**src/rtl/scene_compositor.sv**
```systemverilog
// Pong-display pixel compositor: NUM_OBJ prioritised rectangles with per-frame
// shadowed bounds, blink gating, a 2-stage pixel pipeline and collision reporting.
module scene_compositor #(
   parameter int NUM_OBJ      = 4,
   parameter int COORD_W      = 11,
   parameter int POS_W        = 10,
   parameter int COLOR_W      = 3,
   parameter int BG_COLOR     = 0,
   parameter int BLINK_FRAMES = 30
) (
   input  logic                         clk,
   input  logic                         rst_n,
   input  logic                         pixel_tick,
   input  logic                         frame_tick,
   input  logic                         active,
   input  logic [POS_W-1:0]             hpos,
   input  logic [POS_W-1:0]             vpos,
   input  logic [NUM_OBJ*COORD_W-1:0]   obj_start_w,
   input  logic [NUM_OBJ*COORD_W-1:0]   obj_end_w,
   input  logic [NUM_OBJ*COORD_W-1:0]   obj_start_h,
   input  logic [NUM_OBJ*COORD_W-1:0]   obj_end_h,
   input  logic [NUM_OBJ*COLOR_W-1:0]   obj_color,
   input  logic [NUM_OBJ-1:0]           obj_enable,
   input  logic [NUM_OBJ-1:0]           obj_blink,
   output logic [COLOR_W-1:0]           pixel,
   output logic                         pixel_valid,
   output logic [NUM_OBJ-1:0]           hit_mask,
   output logic [NUM_OBJ-1:0]           collision_mask,
   output logic                         blink_phase
);

   localparam int CNT_W = (BLINK_FRAMES > 1) ? $clog2(BLINK_FRAMES) : 1;
   localparam logic [CNT_W-1:0] CNT_LAST = CNT_W'(BLINK_FRAMES - 1);

   logic [NUM_OBJ*COORD_W-1:0] sw_sh, ew_sh, sh_sh, eh_sh;
   logic [NUM_OBJ*COLOR_W-1:0] col_sh;
   logic [NUM_OBJ-1:0]         en_sh, bl_sh;
   logic [CNT_W-1:0]           blink_cnt;
   logic [NUM_OBJ-1:0]         hit1, coll_acc;
   logic                       act1;

   logic [NUM_OBJ-1:0]         visible, hit_next, coll_new;
   logic [COLOR_W-1:0]         pix_next;
   logic                       multi_hit;

   // Bounds are signed; the unsigned scan position is zero-extended one bit wider
   // so negative bounds clip instead of wrapping.
   function automatic logic in_span(input logic [COORD_W-1:0] lo,
                                    input logic [COORD_W-1:0] hi,
                                    input logic [POS_W-1:0]   p);
      logic signed [COORD_W:0] l, h, q;
      l = {lo[COORD_W-1], lo};
      h = {hi[COORD_W-1], hi};
      q = {{(COORD_W+1-POS_W){1'b0}}, p};
      return (l <= q) && (q <= h);
   endfunction

   always_comb begin
      visible  = en_sh & ~(bl_sh & {NUM_OBJ{blink_phase}});
      hit_next = '0;
      for (int unsigned i = 0; i < NUM_OBJ; i++)
         hit_next[i] = visible[i]
                     & in_span(sw_sh[i*COORD_W +: COORD_W], ew_sh[i*COORD_W +: COORD_W], hpos)
                     & in_span(sh_sh[i*COORD_W +: COORD_W], eh_sh[i*COORD_W +: COORD_W], vpos);
   end

   always_comb begin
      pix_next = COLOR_W'(BG_COLOR);
      for (int unsigned k = 0; k < NUM_OBJ; k++)
         if (hit1[NUM_OBJ-1-k])
            pix_next = col_sh[(NUM_OBJ-1-k)*COLOR_W +: COLOR_W];
      multi_hit = |(hit1 & (hit1 - NUM_OBJ'(1)));
      coll_new  = (pixel_tick && act1 && multi_hit) ? hit1 : '0;
   end

   always_ff @(posedge clk or negedge rst_n) begin
      if (!rst_n) begin
         sw_sh          <= '0;
         ew_sh          <= '0;
         sh_sh          <= '0;
         eh_sh          <= '0;
         col_sh         <= '0;
         en_sh          <= '0;
         bl_sh          <= '0;
         blink_cnt      <= '0;
         blink_phase    <= 1'b0;
         coll_acc       <= '0;
         collision_mask <= '0;
         hit1           <= '0;
         act1           <= 1'b0;
         pixel          <= '0;
         pixel_valid    <= 1'b0;
         hit_mask       <= '0;
      end else begin
         if (frame_tick) begin
            sw_sh  <= obj_start_w;
            ew_sh  <= obj_end_w;
            sh_sh  <= obj_start_h;
            eh_sh  <= obj_end_h;
            col_sh <= obj_color;
            en_sh  <= obj_enable;
            bl_sh  <= obj_blink;
            if (blink_cnt == CNT_LAST) begin
               blink_cnt   <= '0;
               blink_phase <= ~blink_phase;
            end else begin
               blink_cnt <= blink_cnt + CNT_W'(1);
            end
            // A collision resolved in the same cycle still belongs to the closing frame.
            collision_mask <= coll_acc | coll_new;
            coll_acc       <= '0;
         end else begin
            coll_acc <= coll_acc | coll_new;
         end

         if (pixel_tick) begin
            hit1        <= hit_next;
            act1        <= active;
            pixel       <= act1 ? pix_next : '0;
            pixel_valid <= act1;
            hit_mask    <= act1 ? hit1 : '0;
         end
      end
   end

endmodule

```
**config.mk**
```make
export PLATFORM = sky130hd
export DESIGN_NAME = scene_compositor
export DESIGN_NICKNAME = d
export VERILOG_FILES = /design/src/rtl/scene_compositor.sv
export SDC_FILE = /design/constraint.sdc
export NUM_CORES = 1
export LEC_CHECK = 0
export ABC_AREA = 1
export CORE_MARGIN = 3
export CORE_UTILIZATION = 55
export CTS_BUF_LIST = sky130_fd_sc_hd__clkbuf_4 sky130_fd_sc_hd__clkbuf_8
export DETAILED_ROUTE_END_ITERATION = 16
export PLACE_DENSITY = 0.85
export REMOVE_ABC_BUFFERS = 1
export SETUP_SLACK_MARGIN = 0.02
export SLEW_MARGIN = 20
export SYNTH_ARGS = -nofsm -noshare
export SYNTH_HDL_FRONTEND = slang
export SYNTH_SLANG_ARGS = --single-unit
```
**constraint.sdc**
```tcl
create_clock -name clk -period 1.7 [get_ports clk]
set_input_delay 0.34 -clock clk [delete_from_list [all_inputs] [get_ports clk]]
set_output_delay 0.34 -clock clk [all_outputs]
set_load 0.01 [all_outputs]
```
==> reports/summary.txt <==
Routed Antenna Nets: 0
clk slew on worst S/H paths: 0.06 ns
Crit path arrival time: 2.06 ns
Tcrit/Tclk final: 97.05%
Clock Sinks: 223
gpl congestion: 0.8957
Max FO, Critical Path: 3
Final Slew Violations: 0
post-layout min period: 1.650 ns
layout cell share with drive strength beyond 1: 11.41%
clk buf depth: 3
fraction of registers with async set or reset after synthesis: 100.0%
drt total wl: 34950 um
first-pass iteration count of the detailed router: 5
area grow syn2layout: 33.80%
leading post-synthesis cells by cell area: dfrtp_1 44%, nand2_1 18%, ha_1 16%
via count: 11491
initial DRC count: 707
largest net degree at the start of global routing: 91
Mapped Area: 0.01259 sq mm
Finished Core Util: 76.03%
Worst Skew: 0.02167 ns
synth unique cells: 37
Num CTS Buffers: 39
Pwr per Cell Area: 866.3 mW/mm^2
Overflow after GRT: 0
Max-Cap Viols: 0
Worst path slowest cell: dfrtp_1
Hold Crit Class: in -> reg
Die W: 157.3 um
FF+latch count, synth: 223
multi-input logic area: 0.006424 sq mm
Final nets: 2243
post-synthesis sequential area ratio: 44.31%
Yosys warning count: 0
Synth Instances: 1561
crit-path max cell delay: 0.40 ns
Placement Cell Area: 0.01565 sq mm
Avg Inst Size Synth: 8.067 sq um
TritonCTS clock tree: yes
I/O Pins: 234
type of element capturing the critical path: flip-flop
Worst Tran Pin Value: 0.5579 ns
GR Util All Layers: 27.65%
H-tree depth: 2
Root Buffer: clkbuf_8
post-synth top area share: 44.31%
outcome: finished, final reports clean
clk_lat worst skew: 0.53 ns
final instance area: 0.01685 sq mm
first-pass GRT wire length: 54790 um
Wirelength per Cell: 16.14 um
worst rel slew slack: 62.81%
Starting Density: 56.83%
worst setup path class: reg -> reg
DP Wirelength: 25960 um
register area: 0.005582 sq mm
critical path's most frequent cell: nand2_1
Post-synth EDFFs: 0
Critical Path RT: 2.11 ns
RSZ-0062 raised after global routing: true
Reg2Reg Setup Slack: 0.05 ns
die height: 157.3 um
Top Family by Delay on Critical Path: simple AND/OR/NAND/NOR gates
FP Rows: 54
setup TNS: 0 ns
Top FF cell, synth: dfrtp_1
Final Hold Viols: 0
Residual DRC: 0
vias per std cell: 5.305
Achievable Freq: 0.6061 GHz
initial antenna violation count: 3
Setup crit start kind: flip-flop
die area: 0.02475 sq mm
FILL cells: 1522
core box area: 0.02216 sq mm
peak supply drop: 0.5612 mV
post-synth top area cell: dfrtp_1
worst path cell trace: ha_1, nand2_1, nor2_2, nor2b_2, nand2_1, nand3_1, nand3_2, nand4_1, nand2_1
vias in the first global route: 11606
IO Port Bufs: 233
Setup violations, final: 0
CP bufs+invs: 0
Leakage: 0.008825 uW
## cells in the mapped netlist, drive strengths merged, types with 6 or more instances
master,count
a21oi,57
buf,31
clkbuf,16
dfrtp,223
ha,162
inv,174
nand2,597
nand3,33
nand4,19
nor2,73
o211ai,9
o21a,6
o21ai,127
## path summary, 6_finish.rpt
| check | from | endpoint | cells past startpoint |
|---|---|---|---|
| setup reg to reg | sw_sh[20] | hit1[1] | 9 |
| hold / removal | frame_tick | sw_sh[26] | 3 |
| min in group asynchronous | rst_n | eh_sh[28] | 2 |
| hold reg to reg | pixel_valid | pixel_valid | 2 |
| setup / recovery | sw_sh[20] | hit1[1] | 9 |
| max in group asynchronous | rst_n | sw_sh[4] | 3 |
## timing repair
action	in CTS	in global routing
gates resized for setup	39	73
pin swaps	3	26
setup buffers	2	4
hold endpoints to repair	50	0
hold buffers	1	0
setup endpoints to repair	17	5
## placed cells by master (no fill, tap or decap), types with 6 or more instances in the layout
cell type / n
dlygate4sd2_1: 23
ha_1: 151
nand3_1: 27
clkbuf_4: 10
nand4_1: 19
clkbuf_8: 51
dfrtp_1: 222
buf_4: 62
nand2_2: 10
o21ai_0: 120
clkdlybuf4s50_1: 201
o21ai_1: 6
o211ai_1: 9
inv_2: 16
buf_12: 9
o21a_1: 6
a21oi_1: 55
dlymetal6s2s_1: 7
nor2_2: 10
nor2_1: 59
inv_1: 157
nand2_1: 584
nand3_2: 6
ha_4: 11
## stage by stage
stage | cells | power (uW) | setup WS [ns] | hold WS, ns
6_report | 2166 | 14600 | 0.05019 | 0.2138
5_1_grt | 2166 | 15390 | -0.07716 | 0.2214
4_1_cts | 2161 | 14500 | 0.02024 | 0.1864
3_5_place_dp | 2092 | 9164 | -0.7348 | 0.3099
3_3_place_gp | 2092 | 8991 | -0.6570 | 0.3029
2_1_floorplan | 1514 | 7613 | 0.04227 | 0.04441
## worst register-to-register path, stage by stage, from the launching register on
cell and delay [ns]:
dfrtp_1 0.40, ha_1 0.29, nand2_1 0.09, nor2_2 0.19, nor2b_2 0.17, nand2_1 0.06, nand3_1 0.08, nand3_2 0.10
nand4_1 0.11, nand2_1 0.05
## per-layer routing
layer,track usage (%),vias up,routed length [um]
met1,35.15,5319,14270
met3,5.362,108,2762
met2,46.65,466,16520
met5,0,-,34
met4,11.24,4,1361
li1,-,5594,-
## logic make-up after synthesis
family                   share of synthesized area, %
AND/OR/NAND/NOR                                 22.98
AO/OA/AOI/OAI                                   9.220
flip-flops                                      44.31
buffers and inverters                           7.114
adder cells (fa/ha/maj)                         16.10
XOR/XNOR                                       0.2782
## area by class of cell
class	instances	share of cell area, %
antenna	1	0.01485
multi-input combinational	1116	38.12
sequential	223	33.13
clock buffer	60	4.530
timing repair buffer	305	17.72
tap	280	2.079
clock inverter	6	0.4752
inverter	175	3.936
## state kept, by name (all words and copies together) (netlist names), 3 cells and up
name and cells:
bl_sh 4, blink_cnt 5, col_sh 12, coll_acc 4, collision_mask 4, eh_sh 44, en_sh 4, ew_sh 44
hit1 4, hit_mask 4, pixel 3, sh_sh 44, sw_sh 44
## power by group
| group | internal (uW) | total [uW] | switching, uW |
|---|---|---|---|
| Sequential | 5810 | 6100 | 291 |
| Combinational | 1470 | 3190 | 1720 |
| Clock | 3150 | 5320 | 2170 |
| Total | 10400 | 14600 | 4180 |
No activity file was read; power rests on OpenSTA's default activity.
